`config.mk`:
```
export PLATFORM = sky130hd
export DESIGN_NAME = lc3_mem_port_arbiter_flat
export DESIGN_NICKNAME = d
export VERILOG_FILES = /design/src/rtl/lc3_mem_port_arbiter_pkg.sv /design/src/rtl/lc3_mem_port_arbiter_if.sv /design/src/rtl/lc3_mem_port_arbiter_rr_picker.sv /design/src/rtl/lc3_mem_port_arbiter.sv /design/src/flat_wrapper.sv
export SDC_FILE = /design/constraint.sdc
export NUM_CORES = 1
export LEC_CHECK = 0
export CORE_MARGIN = 5
export CORE_UTILIZATION = 33
export DETAILED_ROUTE_END_ITERATION = 7
export PLACE_DENSITY = 0.81
export SETUP_SLACK_MARGIN = 0.05
export SLEW_MARGIN = 20
export SYNTH_ARGS = -nofsm -noshare
export SYNTH_HDL_FRONTEND = slang
export SYNTH_HIERARCHICAL = 1
export SYNTH_SLANG_ARGS = --single-unit
export TNS_END_PERCENT = 20
```
`constraint.sdc`:
```
create_clock -name clock_i -period 4.1 [get_ports clock_i]
set_clock_uncertainty 0.1 [all_clocks]
set_input_delay 0.82 -clock clock_i [delete_from_list [all_inputs] [get_ports clock_i]]
set_output_delay 0.82 -clock clock_i [all_outputs]
set_load 0.01 [all_outputs]
```
`src/rtl/lc3_mem_port_arbiter_pkg.sv`:
```
// Shared types for the LC3 memory-port arbiter and its grant picker.
// Channel ids are sized for the largest supported channel count (8).
package lc3_mem_arb_pkg;
    localparam int CH_W       = 3;
    localparam int HOLD_W     = 8;
    localparam int PRIO_RR    = 0;
    localparam int PRIO_FIXED = 1;

    typedef logic [CH_W-1:0]   chan_id_t;
    typedef logic [HOLD_W-1:0] hold_cnt_t;

    typedef struct packed {
        logic     valid;
        chan_id_t id;
        logic     we;
    } rsp_stage_t;
endpackage

```
`src/rtl/lc3_mem_port_arbiter_if.sv`:
```
// Request, response and memory-side signals of the LC3 memory-port arbiter.
// The slave modport is the arbiter's view; master is the requester/memory side.
interface lc3_mem_port_arbiter_if #(
    parameter int NUM_CH = 2,
    parameter int ADDR_W = 16,
    parameter int DATA_W = 16
);
    logic [NUM_CH-1:0]        req_valid;
    logic [NUM_CH-1:0]        req_ready;
    logic [NUM_CH-1:0]        req_we;
    logic [NUM_CH*ADDR_W-1:0] req_addr;
    logic [NUM_CH*DATA_W-1:0] req_wdata;
    logic [NUM_CH-1:0]        rsp_valid;
    logic [DATA_W-1:0]        rsp_rdata;
    logic                     mem_en;
    logic                     mem_we;
    logic [ADDR_W-1:0]        mem_addr;
    logic [DATA_W-1:0]        mem_din;
    logic [DATA_W-1:0]        mem_dout;

    modport slave (
        input  req_valid, req_we, req_addr, req_wdata, mem_dout,
        output req_ready, rsp_valid, rsp_rdata, mem_en, mem_we, mem_addr, mem_din
    );

    modport master (
        output req_valid, req_we, req_addr, req_wdata, mem_dout,
        input  req_ready, rsp_valid, rsp_rdata, mem_en, mem_we, mem_addr, mem_din
    );
endinterface

```
`src/rtl/lc3_mem_port_arbiter_rr_picker.sv`:
```
// Combinational grant picker: round-robin with grant-hold limit, or fixed priority.
// Zero latency; returns a one-hot grant (or zero) plus the winner index.
module lc3_rr_picker
    import lc3_mem_arb_pkg::*;
#(
    parameter int NUM_CH   = 2,
    parameter int HOLD_MAX = 1
) (
    input  logic [NUM_CH-1:0] valid_i,
    input  chan_id_t          last_grant_i,
    input  hold_cnt_t         hold_cnt_i,
    input  logic              fixed_mode_i,
    output logic [NUM_CH-1:0] grant_o,
    output chan_id_t          winner_o,
    output logic              any_o
);
    int   d;
    int   best_d;
    logic keep;

    // d is the priority distance: the valid channel with the smallest d wins.
    always_comb begin
        winner_o = '0;
        grant_o  = '0;
        best_d   = NUM_CH + 1;
        d        = 0;
        keep     = 1'b0;
        for (int i = 0; i < NUM_CH; i++) begin
            if (fixed_mode_i) begin
                d = i + 1;
            end else begin
                d = (i + NUM_CH - int'(last_grant_i)) % NUM_CH;
                if (d == 0) d = NUM_CH;
                if (valid_i[i] && int'(last_grant_i) == i && int'(hold_cnt_i) < HOLD_MAX)
                    keep = 1'b1;
            end
            if (valid_i[i] && d < best_d) begin
                best_d   = d;
                winner_o = chan_id_t'(i);
            end
        end
        if (keep) winner_o = last_grant_i;
        any_o = (best_d <= NUM_CH);
        for (int i = 0; i < NUM_CH; i++)
            grant_o[i] = any_o && (int'(winner_o) == i);
    end
endmodule

```
`src/rtl/lc3_mem_port_arbiter.sv`:
```
// N-channel arbiter sharing one fixed-latency memory; response strobe MEM_LAT+1 cycles after issue.
// Requests stall via req_ready; responses have no back-pressure and must be accepted.
module lc3_mem_port_arbiter
    import lc3_mem_arb_pkg::*;
#(
    parameter int NUM_CH    = 2,
    parameter int ADDR_W    = 16,
    parameter int DATA_W    = 16,
    parameter int MEM_LAT   = 1,
    parameter int PRIO_MODE = 0,
    parameter int HOLD_MAX  = 1
) (
    input  logic                    clock_i,
    input  logic                    reset_i,
    lc3_mem_port_arbiter_if.slave   bus,
    output logic                    busy_o
);
    logic [NUM_CH-1:0] pick_grant;
    chan_id_t          pick_id;
    logic              pick_any;
    logic              issue;
    logic              mem_we;
    logic [ADDR_W-1:0] mem_addr;
    logic [DATA_W-1:0] mem_din;

    chan_id_t          last_grant_q, last_grant_d;
    hold_cnt_t         hold_cnt_q, hold_cnt_d;
    rsp_stage_t        stage_q [MEM_LAT];
    rsp_stage_t        stage_d [MEM_LAT];
    logic [NUM_CH-1:0] rsp_valid_q, rsp_valid_d;
    logic [DATA_W-1:0] rsp_rdata_q, rsp_rdata_d;

    lc3_rr_picker #(
        .NUM_CH   (NUM_CH),
        .HOLD_MAX (HOLD_MAX)
    ) u_picker (
        .valid_i      (bus.req_valid),
        .last_grant_i (last_grant_q),
        .hold_cnt_i   (hold_cnt_q),
        .fixed_mode_i (PRIO_MODE == PRIO_FIXED),
        .grant_o      (pick_grant),
        .winner_o     (pick_id),
        .any_o        (pick_any)
    );

    // Grant and memory mux are gated by reset so nothing reaches memory while it is held.
    always_comb begin
        issue    = pick_any && !reset_i;
        mem_we   = 1'b0;
        mem_addr = '0;
        mem_din  = '0;
        for (int i = 0; i < NUM_CH; i++) begin
            if (issue && pick_grant[i]) begin
                mem_we   = bus.req_we[i];
                mem_addr = bus.req_addr[i*ADDR_W +: ADDR_W];
                mem_din  = bus.req_wdata[i*DATA_W +: DATA_W];
            end
        end
    end

    always_comb begin
        last_grant_d = last_grant_q;
        hold_cnt_d   = hold_cnt_q;
        if (issue) begin
            last_grant_d = pick_id;
            if (pick_id == last_grant_q)
                hold_cnt_d = (int'(hold_cnt_q) >= HOLD_MAX) ? hold_cnt_q : hold_cnt_q + 1'b1;
            else
                hold_cnt_d = hold_cnt_t'(1);
        end

        stage_d[0].valid = issue;
        stage_d[0].id    = pick_id;
        stage_d[0].we    = mem_we;
        for (int s = 1; s < MEM_LAT; s++)
            stage_d[s] = stage_q[s-1];

        rsp_valid_d = '0;
        rsp_rdata_d = '0;
        if (stage_q[MEM_LAT-1].valid) begin
            for (int i = 0; i < NUM_CH; i++)
                rsp_valid_d[i] = (int'(stage_q[MEM_LAT-1].id) == i);
            rsp_rdata_d = stage_q[MEM_LAT-1].we ? '0 : bus.mem_dout;
        end
    end

    always_ff @(posedge clock_i) begin
        if (reset_i) begin
            last_grant_q <= chan_id_t'(NUM_CH - 1);
            hold_cnt_q   <= '0;
            rsp_valid_q  <= '0;
            rsp_rdata_q  <= '0;
            for (int s = 0; s < MEM_LAT; s++)
                stage_q[s] <= '0;
        end else begin
            last_grant_q <= last_grant_d;
            hold_cnt_q   <= hold_cnt_d;
            rsp_valid_q  <= rsp_valid_d;
            rsp_rdata_q  <= rsp_rdata_d;
            for (int s = 0; s < MEM_LAT; s++)
                stage_q[s] <= stage_d[s];
        end
    end

    always_comb begin
        busy_o = |rsp_valid_q;
        for (int s = 0; s < MEM_LAT; s++)
            busy_o = busy_o | stage_q[s].valid;
    end

    assign bus.req_ready = issue ? pick_grant : '0;
    assign bus.mem_en    = issue;
    assign bus.mem_we    = mem_we;
    assign bus.mem_addr  = mem_addr;
    assign bus.mem_din   = mem_din;
    assign bus.rsp_valid = rsp_valid_q;
    assign bus.rsp_rdata = rsp_rdata_q;
endmodule
```
`src/flat_wrapper.sv`:
```
// flat-port wrapper written by rule: the top's interface ports become plain ports
module lc3_mem_port_arbiter_flat import lc3_mem_arb_pkg::*;
#(
    parameter int NUM_CH    = 2,
    parameter int ADDR_W    = 16,
    parameter int DATA_W    = 16,
    parameter int MEM_LAT   = 1,
    parameter int PRIO_MODE = 0,
    parameter int HOLD_MAX  = 1
)
  (clock_i, reset_i, busy_o, bus_req_valid, bus_req_we, bus_req_addr, bus_req_wdata, bus_mem_dout, bus_req_ready, bus_rsp_valid, bus_rsp_rdata, bus_mem_en, bus_mem_we, bus_mem_addr, bus_mem_din);
  lc3_mem_port_arbiter_if #(.NUM_CH(NUM_CH), .ADDR_W(ADDR_W), .DATA_W(DATA_W)) bus_i ();
  input  logic clock_i;
  input  logic reset_i;
  output logic busy_o;
  input wire logic [$bits(bus_i.req_valid)-1:0] bus_req_valid;
  input wire logic [$bits(bus_i.req_we)-1:0] bus_req_we;
  input wire logic [$bits(bus_i.req_addr)-1:0] bus_req_addr;
  input wire logic [$bits(bus_i.req_wdata)-1:0] bus_req_wdata;
  input wire logic [$bits(bus_i.mem_dout)-1:0] bus_mem_dout;
  output wire logic [$bits(bus_i.req_ready)-1:0] bus_req_ready;
  output wire logic [$bits(bus_i.rsp_valid)-1:0] bus_rsp_valid;
  output wire logic [$bits(bus_i.rsp_rdata)-1:0] bus_rsp_rdata;
  output wire logic [$bits(bus_i.mem_en)-1:0] bus_mem_en;
  output wire logic [$bits(bus_i.mem_we)-1:0] bus_mem_we;
  output wire logic [$bits(bus_i.mem_addr)-1:0] bus_mem_addr;
  output wire logic [$bits(bus_i.mem_din)-1:0] bus_mem_din;
  assign bus_i.req_valid = bus_req_valid;
  assign bus_i.req_we = bus_req_we;
  assign bus_i.req_addr = bus_req_addr;
  assign bus_i.req_wdata = bus_req_wdata;
  assign bus_i.mem_dout = bus_mem_dout;
  assign bus_req_ready = bus_i.req_ready;
  assign bus_rsp_valid = bus_i.rsp_valid;
  assign bus_rsp_rdata = bus_i.rsp_rdata;
  assign bus_mem_en = bus_i.mem_en;
  assign bus_mem_we = bus_i.mem_we;
  assign bus_mem_addr = bus_i.mem_addr;
  assign bus_mem_din = bus_i.mem_din;
  lc3_mem_port_arbiter #(.NUM_CH(NUM_CH), .ADDR_W(ADDR_W), .DATA_W(DATA_W), .MEM_LAT(MEM_LAT), .PRIO_MODE(PRIO_MODE), .HOLD_MAX(HOLD_MAX)) u_core (.clock_i(clock_i), .reset_i(reset_i), .bus(bus_i), .busy_o(busy_o));
endmodule
```
* After elaboration in Yosys (flattened, before gate mapping)
Memory sizes are Yosys's and may differ from the RTL's.
Index checks and enable logic that the tools add are counted.
** Word-level totals
- Register bits :: 29
- RAM bits :: 5
- Input port bits :: 86
- Output and inout bits :: 55
- Word-level logic and storage cells :: 66
- Memories kept :: 1
** Operators by class
- $add $sub $neg :: 3
- Order comparisons :: 5
- Equal/unequal tests :: 5
- Mux-type cells :: 22
- Bitwise logic cells :: 4
- Reduce and logical (&&, ||, !) cells :: 22
** Memory list
- u_core.stage_q :: words 1, width 5, read ports 1, clocked after Yosys merged registers in 0, wr ports 1, line lc3_mem_port_arbiter.sv:28 : rsp_stage_t stage_q [MEM_LAT];
** Operators with widths (number)
- $mux 32 :: 4
- $logic_not 32->1 :: 2
- $mux 16 :: 4
- $le 32x3->1 const B :: 1
- $lt 32x3->1 const B :: 1
- $lt 32x32->1 :: 1
- $mux 8 :: 2
- $logic_and 1x1->1 :: 11
- $eq 3x2->1 const B :: 3
- $logic_not 3->1 :: 3
- $mux 1 :: 9
- $add 8x1->8 const B :: 1
- $ge 8x1->1 const B :: 1
- $lt 8x1->1 const B :: 1
- $sub 2x3->4 const A :: 2
- $mux 5 :: 1
- $reduce_or 5->1 :: 1
- $reduce_or 2->1 :: 2
- $eq 3x3->1 :: 1
- $mux 3 :: 1
- $reduce_or 3->1 :: 1
- $and 1x1->1 :: 2
- $mux 2 :: 1
- $ne 2x2->1 const B :: 1
- other kinds (4) :: 4

* Depth between registers and ports, before layout
Gate-level depths: netlist of run 1.
- Word-level depth :: 17
- Gate-level depth with buffers :: 13
- Gate-level depth less buffers :: 11

* Modules after synthesis
Netlist of run 1, hierarchy kept.
** By module, submodules not included
- lc3_mem_port_arbiter :: times used 1, cells each 143, area an instance 1506.4 µm², sequential area each 680.7 µm²
- lc3_rr_picker :: times used 1, cells each 31, area an instance 235.2 µm², sequential area each 0.0 µm²

* Worst setup path before layout of run 1
No wires, ideal clock.
- Path kind :: input to output
- From :: input bus_req_valid[0]
- To :: output bus_mem_addr[0]
- Data arrival time :: 3006 ps
- Required time :: 3180 ps
- Setup slack :: 174 ps
- Cell stages on the path :: 12
- Path buffers :: 2
- Cell sequence :: nand2_1 or3_1 ha_1 nor4bb_1 a211oi_1 inv_1 nor2b_2 and2_4 nor2b_4 buf_6 buf_6 a22o_1
** On the way
- Elaborated cells on any way between the ends :: 21
- Classes of those cells :: order compare: 2; eq/ne: 1; mux: 8; reduce/logical: 10
** RTL lines
- from (decl) :: line flat_wrapper.sv:16 : input wire logic [$bits(bus_i.req_valid)-1:0] bus_req_valid;
- $logic_and 1x1->1 (*) :: line lc3_mem_port_arbiter_rr_picker.sv:37 : if (valid_i[i] && d < best_d) begin
- $mux 32 (*) :: line lc3_mem_port_arbiter_rr_picker.sv:37
- $lt 32x32->1 :: line lc3_mem_port_arbiter_rr_picker.sv:37
- $logic_and 1x1->1 :: line lc3_mem_port_arbiter_rr_picker.sv:37
- $mux 32 (*) :: line lc3_mem_port_arbiter_rr_picker.sv:37
- $le 32x3->1 (*) :: line lc3_mem_port_arbiter_rr_picker.sv:43 : any_o = (best_d <= NUM_CH);
- via u_core.pick_any :: line lc3_mem_port_arbiter.sv:20 : logic pick_any;
- $logic_and 1x1->1 (*) :: line lc3_mem_port_arbiter.sv:48 : issue = pick_any && !reset_i;
- via bus_mem_en :: line flat_wrapper.sv:24 : output wire logic [$bits(bus_i.mem_en)-1:0] bus_mem_en;
- $logic_and 1x1->1 :: line lc3_mem_port_arbiter.sv:53 : if (issue && pick_grant[i]) begin
- $mux 16 :: line lc3_mem_port_arbiter.sv:53
- $mux 16 (*) :: line lc3_mem_port_arbiter.sv:53
- to (decl) :: line flat_wrapper.sv:26 : output wire logic [$bits(bus_i.mem_addr)-1:0] bus_mem_addr;
Mark *: on every way through the listed nets, which the timed path passes. The rest lies on a longest branch.

* Final worst setup path of run 1
- From :: input bus_req_valid[0]
- To :: output bus_mem_din[2]
** On the way
- Elaborated cells on any way between the ends :: 21
- Classes of those cells :: order compare: 2; eq/ne: 1; mux: 8; reduce/logical: 10
** RTL lines
- $logic_and 1x1->1 (*) :: line lc3_mem_port_arbiter_rr_picker.sv:37
- $mux 32 (*) :: line lc3_mem_port_arbiter_rr_picker.sv:37
- $lt 32x32->1 :: line lc3_mem_port_arbiter_rr_picker.sv:37
- $logic_and 1x1->1 :: line lc3_mem_port_arbiter_rr_picker.sv:37
- $mux 32 (*) :: line lc3_mem_port_arbiter_rr_picker.sv:37
- $le 32x3->1 (*) :: line lc3_mem_port_arbiter_rr_picker.sv:43
- via u_core.pick_any :: line lc3_mem_port_arbiter.sv:20
- $logic_and 1x1->1, on equally long branches :: line lc3_mem_port_arbiter.sv:48, lc3_mem_port_arbiter_rr_picker.sv:45
- $logic_and 1x1->1 :: line lc3_mem_port_arbiter.sv:53
- $mux 16 :: line lc3_mem_port_arbiter.sv:53
- $mux 16 (*) :: line lc3_mem_port_arbiter.sv:53
- to (decl) :: line flat_wrapper.sv:27 : output wire logic [$bits(bus_i.mem_din)-1:0] bus_mem_din;
Marks and branches as above.

==> results of run 1 <==
## power breakdown
part           leakage [nW]  switching [W]  total, W  internal (W)
Clock                0.0373       0.000110  0.000226      0.000116
Sequential            0.278     0.00000942  0.000356      0.000346
Combinational          1.16       0.000135  0.000355      0.000220
## worst max path at each step
| stage | startpoint | endpoint | slack (ns) |
|---|---|---|---|
| 5_1_grt | bus_req_valid[0] | bus_mem_din[2] | -0.07 |
| 6_report | bus_req_valid[0] | bus_mem_din[2] | 0.02 |
| 3_5_place_dp | bus_req_valid[0] | bus_mem_din[15] | -0.79 |
| 4_1_cts | bus_req_valid[0] | bus_mem_addr[5] | 0.06 |
| 2_1_floorplan | bus_req_valid[0] | bus_mem_addr[0] | 0.17 |
| 3_3_place_gp | bus_req_valid[0] | bus_mem_din[15] | -0.73 |
## logic make-up after synthesis
logic type | Yosys count | share of synthesized area, %
buffers and inverters | 16 | 5.89
DFF | 34 | 39.1
xor gates and xnor gates | 3 | 1.51
other | 2 | 0.431
and+or+nand+nor | 61 | 23.9
muxes | 3 | 1.80
adders and majority gates | 5 | 3.59
AOI/OAI and AO/OA | 50 | 23.8
## registers in the layout (all words and copies together), names as in the netlist
signal / count
u_core/bus.rsp_valid: 2
u_core/bus.rsp_rdata: 16
u_core/hold_cnt_q: 8
u_core/last_grant_q: 3
u_core/stage_q: 5
## synthesized netlist by cell type (all sizes together)
| cell type | n |
|---|---|
| buf | 10 |
| ha | 5 |
| a21oi | 4 |
| nor4bb | 1 |
| a2bb2oi | 1 |
| o31ai | 1 |
| nand2 | 1 |
| nor2 | 4 |
| or3 | 3 |
| a211oi | 2 |
| inv | 3 |
| and2 | 24 |
| nand4 | 3 |
| nand2b | 1 |
| nor2b | 9 |
| nand3 | 2 |
| nor4 | 4 |
| nor3 | 1 |
| and3b | 1 |
| a22o | 34 |
| and4 | 1 |
| conb | 2 |
| o21ai | 1 |
| mux2i | 2 |
| nor4b | 4 |
| o211ai | 1 |
| a21o | 3 |
| dfxtp | 34 |
| a31oi | 1 |
| or3b | 1 |
| clkbuf | 3 |
| xnor2 | 3 |
| mux2 | 1 |
| nor3b | 1 |
| a211o | 2 |
## repair_timing
| item | in CTS | in global routing |
|---|---|---|
| gates cloned | 1 | 2 |
| endpoints found under the setup margin | 36 | 33 |
| hold endpoints to repair | 0 | 0 |
| pin swaps | 8 | 5 |
| setup buffers | 3 | 1 |
| gates resized for setup | 106 | 40 |
## area by class of cell
class	count	area [µm²]	area share, %
clock buffer	6	72.6	2.10
timing repair buffer	163	1530	44.3
clock inverter	1	7.51	0.217
multi-input combinational	130	1060	30.8
inverter	3	11.3	0.326
tap	70	87.6	2.53
sequential	34	682	19.7
## layout by cell type, fill, tap and decap left out, types with 4 or more instances in the layout
| cell | count |
|---|---|
| and2_1 | 22 |
| nor2b_1 | 6 |
| buf_2 | 13 |
| nor2_1 | 4 |
| conb_1 | 8 |
| buf_6 | 9 |
| a21oi_1 | 4 |
| buf_4 | 15 |
| clkdlybuf4s50_1 | 105 |
| dfxtp_1 | 33 |
| a22o_1 | 34 |
| clkbuf_8 | 5 |
| clkbuf_2 | 15 |
## worst max-delay path, cell delays in order
cell,delay [ns]
buf_6,0.09
buf_6,0.10
nor2b_4,0.12
ha_4,0.26
or3b_4,0.40
a211oi_4,0.26
inv_1,0.08
nor2b_4,0.14
and2_4,0.14
nor2b_4,0.13
buf_6,0.14
clkbuf_16,0.15
a22o_1,0.18
buf_2,0.14
## metal layers
layer	up-vias	wire [µm]
met4	0	80
met2	85	3580
met3	10	742
met1	870	2300
li1	958	-
met5	-	0
## per-stage QoR
step	util (%)	setup WS (ns)	cell area, µm²
after floorplan	-	0.174	1760
after global placement	64.7	-0.729	3310
after CTS	66.0	0.0571	3370
after detailed placement	64.7	-0.794	3310
final	67.7	0.0239	3460
after global routing	67.7	-0.0750	3460
==> impl_metrics.env, run 1 <==
export IMPL_power_density_nw_per_um2=271
export IMPL_ys_seq_area_share_pct=39.1
export IMPL_coreArea_um2=5110
export IMPL_die_w_um=82.7
export IMPL_synth_cell_type_count=45
export IMPL_dr_pass1_iters=4
export IMPL_dp_hpwl_um=5270
export IMPL_fp_dieH_um=82.7
export IMPL_grt_use_met3_pct=5.64
export IMPL_gr_total_overflow=0
export IMPL_critPathMaxFanout=5
export IMPL_via_count=1923
export IMPL_netlist_area_um2=1740
export IMPL_synthTopCellsByArea="dfxtp_1 (39%), a22o_1 (17%), and2_1 (8.3%), ha_1 (3.6%), buf_6 (2.6%)"
export IMPL_syn_area_per_cell_um2=10.0
export IMPL_cts_tree="built"
export IMPL_drive_above_1_share_pct=24.3
export IMPL_timing_final_crit_share_pct=99.4
export IMPL_place_congestion=0.813
export IMPL_cp_required_ns=3.18
export IMPL_yosysTopAreaCellShare_pct=39.1
export IMPL_dp_cells=393
export IMPL_startpoint_type="input port"
export IMPL_p_leak_nw=1.47
export IMPL_cts_root_buffer="clkbuf_8"
export IMPL_numCtsBuffers=5
export IMPL_synth_cells=174
export IMPL_ys_seq_elements=34
export IMPL_drtIter0Drc=21
export IMPL_fin_crit_ns=4.08
export IMPL_post_layout_nonfiller_instances=407
export IMPL_cts_sinks=34
export IMPL_rows=26
export IMPL_viasPerCell=4.72
export IMPL_boundaryPins=141
export IMPL_wl_per_cell_um=16.5
export IMPL_area_growth_pct=98.4
export IMPL_grt_max_degree=26
export IMPL_yosysTopAreaCell="dfxtp_1"
export IMPL_use_met2_pct=35.1
export IMPL_cts_path_max_buffers=2
export IMPL_critical_path_class="input port to output port"
export IMPL_r2r_setup_slack_ns=1.14
export IMPL_hold_end="u_core/bus.rsp_valid[0]"
export IMPL_r2r_cells=11
export IMPL_worstMarginPinSlew_ns=0.742
export IMPL_path_clk_slew_ns=0.06
export IMPL_power_w=0.000938
export IMPL_grt_first_pass_wirelength_um=9230
export IMPL_fmax_mhz=245
export IMPL_drv_cap=0
export IMPL_final_nets=428
export IMPL_arrival_ns=3.16
export IMPL_whs_ns=0.338
export IMPL_yosys_warnings=6
export IMPL_min_path_type="flop to flop"
export IMPL_die_area_um2=6830
export IMPL_grt_busiest_layer="met2"
export IMPL_route_final_wire_length_um=6700
export IMPL_cp_end_kind="output port"
export IMPL_clkLatencyLatePin_ns=0.27
export IMPL_holdPathStages=1
export IMPL_grtUsageTotal_pct=17.7
export IMPL_grt_antenna_before_repair=0
export IMPL_start_util_pct=34.1
export IMPL_reg2reg_from="u_core/last_grant_q[0]"
export IMPL_vdd_drop_max_uv=272
export IMPL_port_buffers=140
export IMPL_setup_viol=0
export IMPL_grt_pass1_vias=1928
export IMPL_ant_nets=0
export IMPL_gr_usage_met1_pct=17.5
export IMPL_antenna_cells=0
export IMPL_max_slew_margin_rel_pct=50.3
export IMPL_status="completed"
export IMPL_drc=0
export IMPL_htree_num_levels=2
export IMPL_rsz0062_at_grt="true"
export IMPL_fin_setup_tns_ns=0
export IMPL_hold_viol=0
export IMPL_n_fill_cell=418
export IMPL_hp_start="u_core/stage_q[0][1]"
export IMPL_cts_hold_buf=0
export IMPL_timing_rr_end="u_core/hold_cnt_q[5]"
export IMPL_slew_violations=0
(Power assumes the default switching activity.)
==> run 2: changes to the inputs <==
GPL_TIMING_DRIVEN = 0   (was unset)
==> run 2 against run 1 <==
- the run now ends with negative setup slack left
- wire length is 1.4% higher
- critical path depth is 2 lower
- critical endpoint is now bus_mem_din[4]
- utilization increased by 0.24 points
- hold slack lost 0.020 ns
==> impl_metrics.env, run 2 (synthesis results as in run 1) <==
export IMPL_status="complete, but fails checks"
export IMPL_violations="negative setup slack"
export IMPL_fmax_mhz=242
export IMPL_largest_reg_flops=16
export IMPL_slew_violations=0
export IMPL_cp_end_kind="output port"
export IMPL_grt_first_pass_wirelength_um=9670
export IMPL_antenna_cells=0
export IMPL_critical_path_class="flop to output port"
export IMPL_grtUsageTotal_pct=18.6
export IMPL_critPathMaxFanout=6
export IMPL_drive_above_1_share_pct=26.9
export IMPL_die_area_um2=6830
export IMPL_worstMarginPinSlew_ns=0.506
export IMPL_setup_viol=17
export IMPL_hold_viol=0
export IMPL_final_nets=440
export IMPL_gr_total_overflow=0
export IMPL_max_slew_margin_rel_pct=65.9
export IMPL_rsz0062_at_grt="true"
export IMPL_drc=0
export IMPL_start_util_pct=34.1
export IMPL_place_congestion=0.733
export IMPL_port_buffers=140
export IMPL_final_area_um2=3470
export IMPL_area_growth_pct=99.1
export IMPL_arrival_ns=3.22
export IMPL_die_w_um=82.7
export IMPL_ant_nets=0
export IMPL_via_count=1996
export IMPL_rows=26
export IMPL_cts_root_buffer="clkbuf_8"
export IMPL_min_path_type="flop to flop"
export IMPL_wl_per_cell_um=16.2
export IMPL_fp_dieH_um=82.7
export IMPL_vdd_drop_max_uv=199
export IMPL_fin_setup_tns_ns=-0.310
export IMPL_dp_hpwl_um=5220
export IMPL_grt_max_degree=11
export IMPL_layout_setup_ws_ns=-0.0397
export IMPL_power_density_nw_per_um2=276
export IMPL_n_fill_cell=417
export IMPL_clkLatencyLatePin_ns=0.27
export IMPL_cts_tree="built"
export IMPL_drv_cap=0
export IMPL_numCtsBuffers=5
export IMPL_cts_sinks=34
export IMPL_grt_pass1_vias=1969
export IMPL_startpoint_type="flop"
export IMPL_cts_hold_buf=0
export IMPL_route_final_wire_length_um=6790
export IMPL_path_clk_slew_ns=0.06
export IMPL_boundaryPins=141
export IMPL_mostFrequentLayoutCell="clkdlybuf4s50_1"
export IMPL_viasPerCell=4.75
export IMPL_final_cell_mix="clkdlybuf4s50_1 (104), a22o_1 (34), dfxtp_1 (32)"
export IMPL_grt_antenna_before_repair=0
export IMPL_drtIter0Drc=20
export IMPL_timing_final_crit_share_pct=101
export IMPL_dpl_instance_area_um2=3250
export IMPL_coreArea_um2=5110
export IMPL_p_leak_nw=1.52
export IMPL_cp_required_ns=3.18
export IMPL_dr_pass1_iters=4
export IMPL_fin_crit_ns=4.14
export IMPL_cts_path_max_buffers=2
export IMPL_htree_num_levels=2
-- run 2: changes by cell type in the layout (fill, tap and decap cells not counted), sizes merged --
| cell | previous run | this run |
|---|---|---|
| buf | 40 | 65 |
| clkbuf | 23 | 12 |
| clkdlybuf4s50 | 105 | 104 |
| clkinv | 0 | 1 |
| clkinvlp | 1 | 0 |
-- run 2: report_power, final --
part | internal [W] | switching (W) | total, W
Clock | 0.000135 | 0.000111 | 0.000246
Combinational | 0.000219 | 0.000137 | 0.000356
Sequential | 0.000346 | 0.00000883 | 0.000355
Total | 0.000700 | 0.000257 | 0.000957
-- run 2: per-stage QoR --
stage / total power [W] / hold slack (ns) / utilization [%] / cells / setup slack (ns)
after CTS: 0.000950 / 0.322 / 66.7 / 416 / 0.0185
after global placement: 0.000683 / 0.306 / 63.7 / 390 / -1.08
final: 0.000957 / 0.319 / 67.9 / 420 / -0.0397
after detailed placement: 0.000689 / 0.311 / 63.7 / 390 / -1.16
after floorplan: 0.000504 / 0.290 / - / 180 / 0.174
after global routing: 0.00101 / 0.339 / 67.9 / 420 / -0.124
-- run 2: critical path, stage by stage (launching register included) --
cell	delay [ns]
dfxtp_2	0.35
or3_2	0.45
ha_1	0.29
or3b_4	0.39
a211oi_2	0.31
inv_1	0.11
nor2b_4	0.15
and2_4	0.16
nor2b_4	0.12
buf_6	0.13
buf_4	0.15
a22o_1	0.20
buf_6	0.13
-- run 2: repair_timing --
action,4_1_cts,5_1_grt
buffers inserted,15,5
gates resized for setup,150,20
setup endpoints to repair,36,42
pin swaps,4,13
cloned,3,0
-- run 2: layer usage --
| metal | track usage (%) | wire, µm | vias to the layer above |
|---|---|---|---|
| met5 | 0 | 0 | - |
| met4 | 5.39 | 68 | 0 |
| met3 | 6.40 | 814 | 9 |
| met2 | 37.3 | 3690 | 87 |
| met1 | 17.4 | 2220 | 914 |
| li1 | - | - | 986 |
-- run 2: worst paths after layout --
check	from	to	slack (ns)	depth (start not counted)
worst max register to register	u_core/last_grant_q[2]	u_core/last_grant_q[0]	0.17	18
worst min-delay path	u_core/stage_q[0][1]	u_core/bus.rsp_valid[0]	0.32	1
worst max-delay path	u_core/last_grant_q[2]	bus_mem_din[4]	-0.04	12
worst min register to register	u_core/stage_q[0][1]	u_core/bus.rsp_valid[0]	0.32	1
-- run 2: cell type report --
cell class / count / area, µm² / share of cell area [%]
clock buffer: 7 / 86.3 / 2.49
multi-input combinational: 130 / 1040 / 30.1
buffer: 12 / 113 / 3.25
timing repair buffer: 163 / 1440 / 41.4
inverter: 3 / 11.3 / 0.325
clock inverter: 1 / 5.00 / 0.144
tap: 70 / 87.6 / 2.53
sequential: 34 / 686 / 19.8
